File: src/rtl/serial_adder_if.sv
// Request/result bundle for the bit-serial adder: operands and start in, status and result out.
interface serial_adder_if #(
  parameter int unsigned WIDTH = 8
);
  logic             start;
  logic [WIDTH-1:0] a;
  logic [WIDTH-1:0] b;
  logic             cin;
  logic             busy;
  logic             done;
  logic [WIDTH-1:0] sum;
  logic             cout;

  modport master (output start, a, b, cin, input busy, done, sum, cout);
  modport slave  (input start, a, b, cin, output busy, done, sum, cout);
endinterface

File: src/rtl/serial_adder.sv
// Bit-serial WIDTH-bit adder: one mux-based full-adder cell plus a carry flop,
// LSB first, result assembled in a shift register over WIDTH cycles.
module serial_adder #(
  parameter int unsigned WIDTH = 8
) (
  input  logic           clk,
  input  logic           rst_n,
  serial_adder_if.slave  bus
);
  localparam int unsigned CW = $clog2(WIDTH);

  typedef enum logic [1:0] {
    IDLE  = 2'd0,
    SHIFT = 2'd1,
    DONE  = 2'd2
  } state_t;

  state_t           state, state_d;
  logic [WIDTH-1:0] shift_a, shift_b, sum_sr;
  logic [CW-1:0]    cnt;
  logic             carry, cout_r, busy_r, done_r;
  logic             load, step, last, busy_d, done_d;
  logic             fa_s, fa_c, fa_p;

  // Mux-based full adder on the current LSBs and the carry flop.
  assign fa_p = shift_a[0] ^ shift_b[0];
  assign fa_s = fa_p ^ carry;
  assign fa_c = fa_p ? carry : shift_a[0];
  assign last = (cnt == CW'(WIDTH - 1));

  always_ff @(posedge clk or negedge rst_n) begin
    if (!rst_n) state <= IDLE;
    else        state <= state_d;
  end

  always_comb begin
    state_d = state;
    load    = 1'b0;
    step    = 1'b0;
    unique case (state)
      IDLE: begin
        if (bus.start) begin
          load    = 1'b1;
          state_d = SHIFT;
        end
      end
      SHIFT: begin
        step = 1'b1;
        if (last) state_d = DONE;
      end
      DONE:    state_d = IDLE;
      default: state_d = IDLE;
    endcase
    // Status flags are registered from the next state so they align with it.
    busy_d = (state_d == SHIFT);
    done_d = (state_d == DONE);
  end

  always_ff @(posedge clk or negedge rst_n) begin
    if (!rst_n) begin
      shift_a <= '0;
      shift_b <= '0;
      sum_sr  <= '0;
      cnt     <= '0;
      carry   <= 1'b0;
      cout_r  <= 1'b0;
      busy_r  <= 1'b0;
      done_r  <= 1'b0;
    end else begin
      busy_r <= busy_d;
      done_r <= done_d;
      if (load) begin
        shift_a <= bus.a;
        shift_b <= bus.b;
        carry   <= bus.cin;
        cnt     <= '0;
        sum_sr  <= '0;
      end else if (step) begin
        shift_a <= {1'b0, shift_a[WIDTH-1:1]};
        shift_b <= {1'b0, shift_b[WIDTH-1:1]};
        sum_sr  <= {fa_s, sum_sr[WIDTH-1:1]};
        carry   <= fa_c;
        cnt     <= cnt + CW'(1);
        if (last) cout_r <= fa_c;
      end
    end
  end

  assign bus.busy = busy_r;
  assign bus.done = done_r;
  assign bus.sum  = sum_sr;
  assign bus.cout = cout_r;
endmodule
File: src/flat_wrapper.sv
// flat-port wrapper written by rule: the top's interface ports become plain ports
module serial_adder_flat 
#(
  parameter int unsigned WIDTH = 8
)
  (clk, rst_n, bus_start, bus_a, bus_b, bus_cin, bus_busy, bus_done, bus_sum, bus_cout);
  serial_adder_if #(.WIDTH(WIDTH)) bus_i ();
  input  logic clk;
  input  logic rst_n;
  input wire logic [$bits(bus_i.start)-1:0] bus_start;
  input wire logic [$bits(bus_i.a)-1:0] bus_a;
  input wire logic [$bits(bus_i.b)-1:0] bus_b;
  input wire logic [$bits(bus_i.cin)-1:0] bus_cin;
  output wire logic [$bits(bus_i.busy)-1:0] bus_busy;
  output wire logic [$bits(bus_i.done)-1:0] bus_done;
  output wire logic [$bits(bus_i.sum)-1:0] bus_sum;
  output wire logic [$bits(bus_i.cout)-1:0] bus_cout;
  assign bus_i.start = bus_start;
  assign bus_i.a = bus_a;
  assign bus_i.b = bus_b;
  assign bus_i.cin = bus_cin;
  assign bus_busy = bus_i.busy;
  assign bus_done = bus_i.done;
  assign bus_sum = bus_i.sum;
  assign bus_cout = bus_i.cout;
  serial_adder #(.WIDTH(WIDTH)) u_core (.clk(clk), .rst_n(rst_n), .bus(bus_i));
endmodule
File: config.mk
export PLATFORM = sky130hd
export DESIGN_NAME = serial_adder_flat
export DESIGN_NICKNAME = d
export VERILOG_FILES = /design/src/rtl/serial_adder_if.sv /design/src/rtl/serial_adder.sv /design/src/flat_wrapper.sv
export SDC_FILE = /design/constraint.sdc
export NUM_CORES = 1
export LEC_CHECK = 0
export BUFFER_PORTS_ARGS = -buffer_cell sky130_fd_sc_hd__buf_2
export CORE_MARGIN = 2
export CORE_UTILIZATION = 56
export DETAILED_ROUTE_END_ITERATION = 10
export HOLD_SLACK_MARGIN = 0.02
export PLACE_DENSITY = 0.82
export SETUP_SLACK_MARGIN = 0.3
export SYNTH_ARGS = -nofsm -noshare
export SYNTH_HDL_FRONTEND = slang
export SYNTH_SLANG_ARGS = --single-unit
File: constraint.sdc
create_clock -name clk -period 2.9 [get_ports clk]
set_input_delay 0.29 -clock clk [delete_from_list [all_inputs] [get_ports clk]]
set_output_delay 0.29 -clock clk [all_outputs]
set_load 0.005 [all_outputs]
==> flow_summary.yaml <==
floorplanning:
  dieHeight_um: 53.9
  die_area_um2: 2900
  initial_core_util: 0.578
  core_area_um2: 2410
  num_io_pins: 31
  rows: 18
  die-width_um: 53.9
route:
  totalWireLength_um: 2800
  vias: 1074
  drtPass1Iterations: 4
  drc_errors: 0
  routedWlPerCell_um: 15.0
  drtIter0Drc: 27
  ant_nets: 0
  vias_per_cell: 5.74
run:
  cap_viol_max_count: 0
synthesis:
  synthesis.nets: 148
  synth_seq_cells: 33
  yosys.area.top_type_share: 0.593
  synth-warning-count: 0
  syn_area_um2: 1390
  yosys.cell_types.count: 21
  syn_inst: 126
  avgSynthCellArea_um2: 11.1
  synth_area_leaders: "dfrtp_1, a22oi_1, a22o_1"
  yosysTopAreaCell: "dfrtp_1"
  yosysSeqAreaShare: 0.593
clock_tree:
  cts_hold_buffers: 1
  insertion_delay_ns: 0.34
  ctsRootBufferMaster: "clkbuf_4"
  clk_pin_slew_ns: 0.11
  cts.repair.resized: 0
  cts_sinks: 33
  cts_max_level: 2
  clock_path_buffers: 2
  post_cts_buffers: 0
  numCtsBuffers: 5
  tritoncts: "built"
sta:
  min_period_over_period: 0.633
  fin_worst_skew_ns: 0.00698
  final.setup.worst_slack_ns: 1.06
  fin_setup_tns_ns: 0
  period_minus_slack_ns: 1.84
  tightest_slew_ns: 0.911
  fmax_mhz: 545
  hold_viol: 0
  grt_setup_unrepaired: "no"
  max_slew_margin: 0.392
  finalSetupViolCount: 0
  maxSlewViolCount: 0
  holdWs_ns: 0.222
run_status:
  status: "finished clean"
layout:
  multi_input_area_um2: 518
  diodes: 0
  n_fill_cell: 186
  area_delta_synth_final_pct: 18.3
  seq_area_um2: 826
  drive_above_1_share: 0.261
  layout.nets: 178
  final_cells: 187
global_route:
  grt_pass1_wl_um: 4570
  grt_pass1_vias: 1030
  track_usage: 0.225
  antenna_found_initial: 0
  grt_max_degree: 34
  grt.overflow.total: 0
worst_setup_path:
  crit_required_ns: 3.11
  worst-setup-path-type: "flip-flop to flip-flop"
  cp.arrival_ns: 2.05
  start_kind: "flip-flop"
  critPathMaxFanout: 22
  end_kind: "flip-flop"
pwr:
  power_leakage_nw: 0.780
  power-per-cell-area_nw_per_um2: 1080
  ir_drop_mv: 0.724
placed_design:
  dp_hpwl_um: 1780
  pre_cts_slack_ns: 1.11
  port_buffers: 30
  gp_congestion: 0.749
  dp_cells: 178
min_path:
  hp-class: "input port to flip-flop"
-- registers in the layout, indices dropped and copies added, names as in the netlist --
| register | count |
|---|---|
| u_core.shift_b | 8 |
| u_core.shift_a | 8 |
| u_core.state | 2 |
| u_core.bus.cout | 1 |
| u_core.bus.busy | 1 |
| u_core.carry | 1 |
| u_core.bus.sum | 8 |
| u_core.cnt | 3 |
| u_core.bus.done | 1 |
-- layout by cell type, fill, tap and decap left out, types with 2 or more instances in the layout --
cell,n
nand2_1,17
o21ai_1,14
xnor2_1,2
dfrtp_1,33
o21ai_0,3
buf_2,30
a22o_1,10
and2_1,2
a31oi_1,2
bufinv_16,2
nor2_1,5
clkbuf_4,5
nor2b_1,3
a22oi_1,14
ha_1,2
a21oi_1,5
-- area by class of cell --
type,count,share of cell area
Multi-Input combinational cell,84,0.314
Sequential cell,33,0.501
Inverter,1,0.00228
Timing Repair Buffer,31,0.0972
Clock inverter,3,0.0395
Clock buffer,5,0.0228
Tap cell,30,0.0228
-- cell usage after synthesis --
master and instances:
nor2b_2 1, o21a_1 1, buf_4 2, nor4b_1 1, o21ai_0 3, nor2b_1 3
buf_2 6, a21oi_1 5, a22oi_1 14, a22o_1 10, nor2_1 5, o21bai_2 1
dfrtp_1 33, inv_1 1, and2_1 2, o21ai_1 14, nand2_1 17, xnor2_1 2
and2b_4 1, a31oi_1 2, ha_1 2
-- report_power, final --
group | internal (mW) | leakage [nW] | switching, mW | total [mW]
clock network | 0.267 | 0.0552 | 0.161 | 0.427
logic | 0.276 | 0.302 | 0.260 | 0.537
registers | 0.645 | 0.423 | 0.173 | 0.818
total | 1.19 | 0.780 | 0.594 | 1.78
-- cell families after synthesis --
family          synth area share
compound gates             0.240
flops                      0.593
simple gates               0.102
buf+inv                   0.0350
xor+xnor                  0.0126
fa+ha+maj                 0.0180
-- worst paths after layout --
check / start / to / slack (ns) / cells after the start
max: u_core.state[0] / u_core.bus.cout / 1.06 / 3
min: bus_a[3] / u_core.shift_a[3] / 0.22 / 3
max reg2reg: u_core.state[0] / u_core.bus.cout / 1.06 / 3
min reg2reg: u_core.bus.sum[0] / u_core.bus.sum[0] / 0.50 / 1
max in group asynchronous: rst_n / u_core.bus.sum[1] / 1.91 / 2
min in group asynchronous: rst_n / u_core.shift_b[5] / 0.53 / 2
-- metal layers --
layer  part of all wire  track usage
met1               0.43        0.266
met2               0.50        0.368
met3              0.059       0.0944
met4              0.011       0.0726
met5                  0            0
-- metrics by stage --
step	utilization	instance area, um^2	total power, mW
6_report	0.684	1650	1.78
5_1_grt	0.684	1650	1.91
4_1_cts	0.684	1650	1.79
3_5_place_dp	0.637	1540	1.36
3_3_place_gp	0.637	1540	1.32
2_1_floorplan	-	1390	1.20
-- worst max-delay path: stages (launching register included) --
cell	delay, ns
dfrtp_1	0.79
nor2b_2	0.61
and2_1	0.23
a31oi_1	0.09
Power figures use the tool's default switching activity.
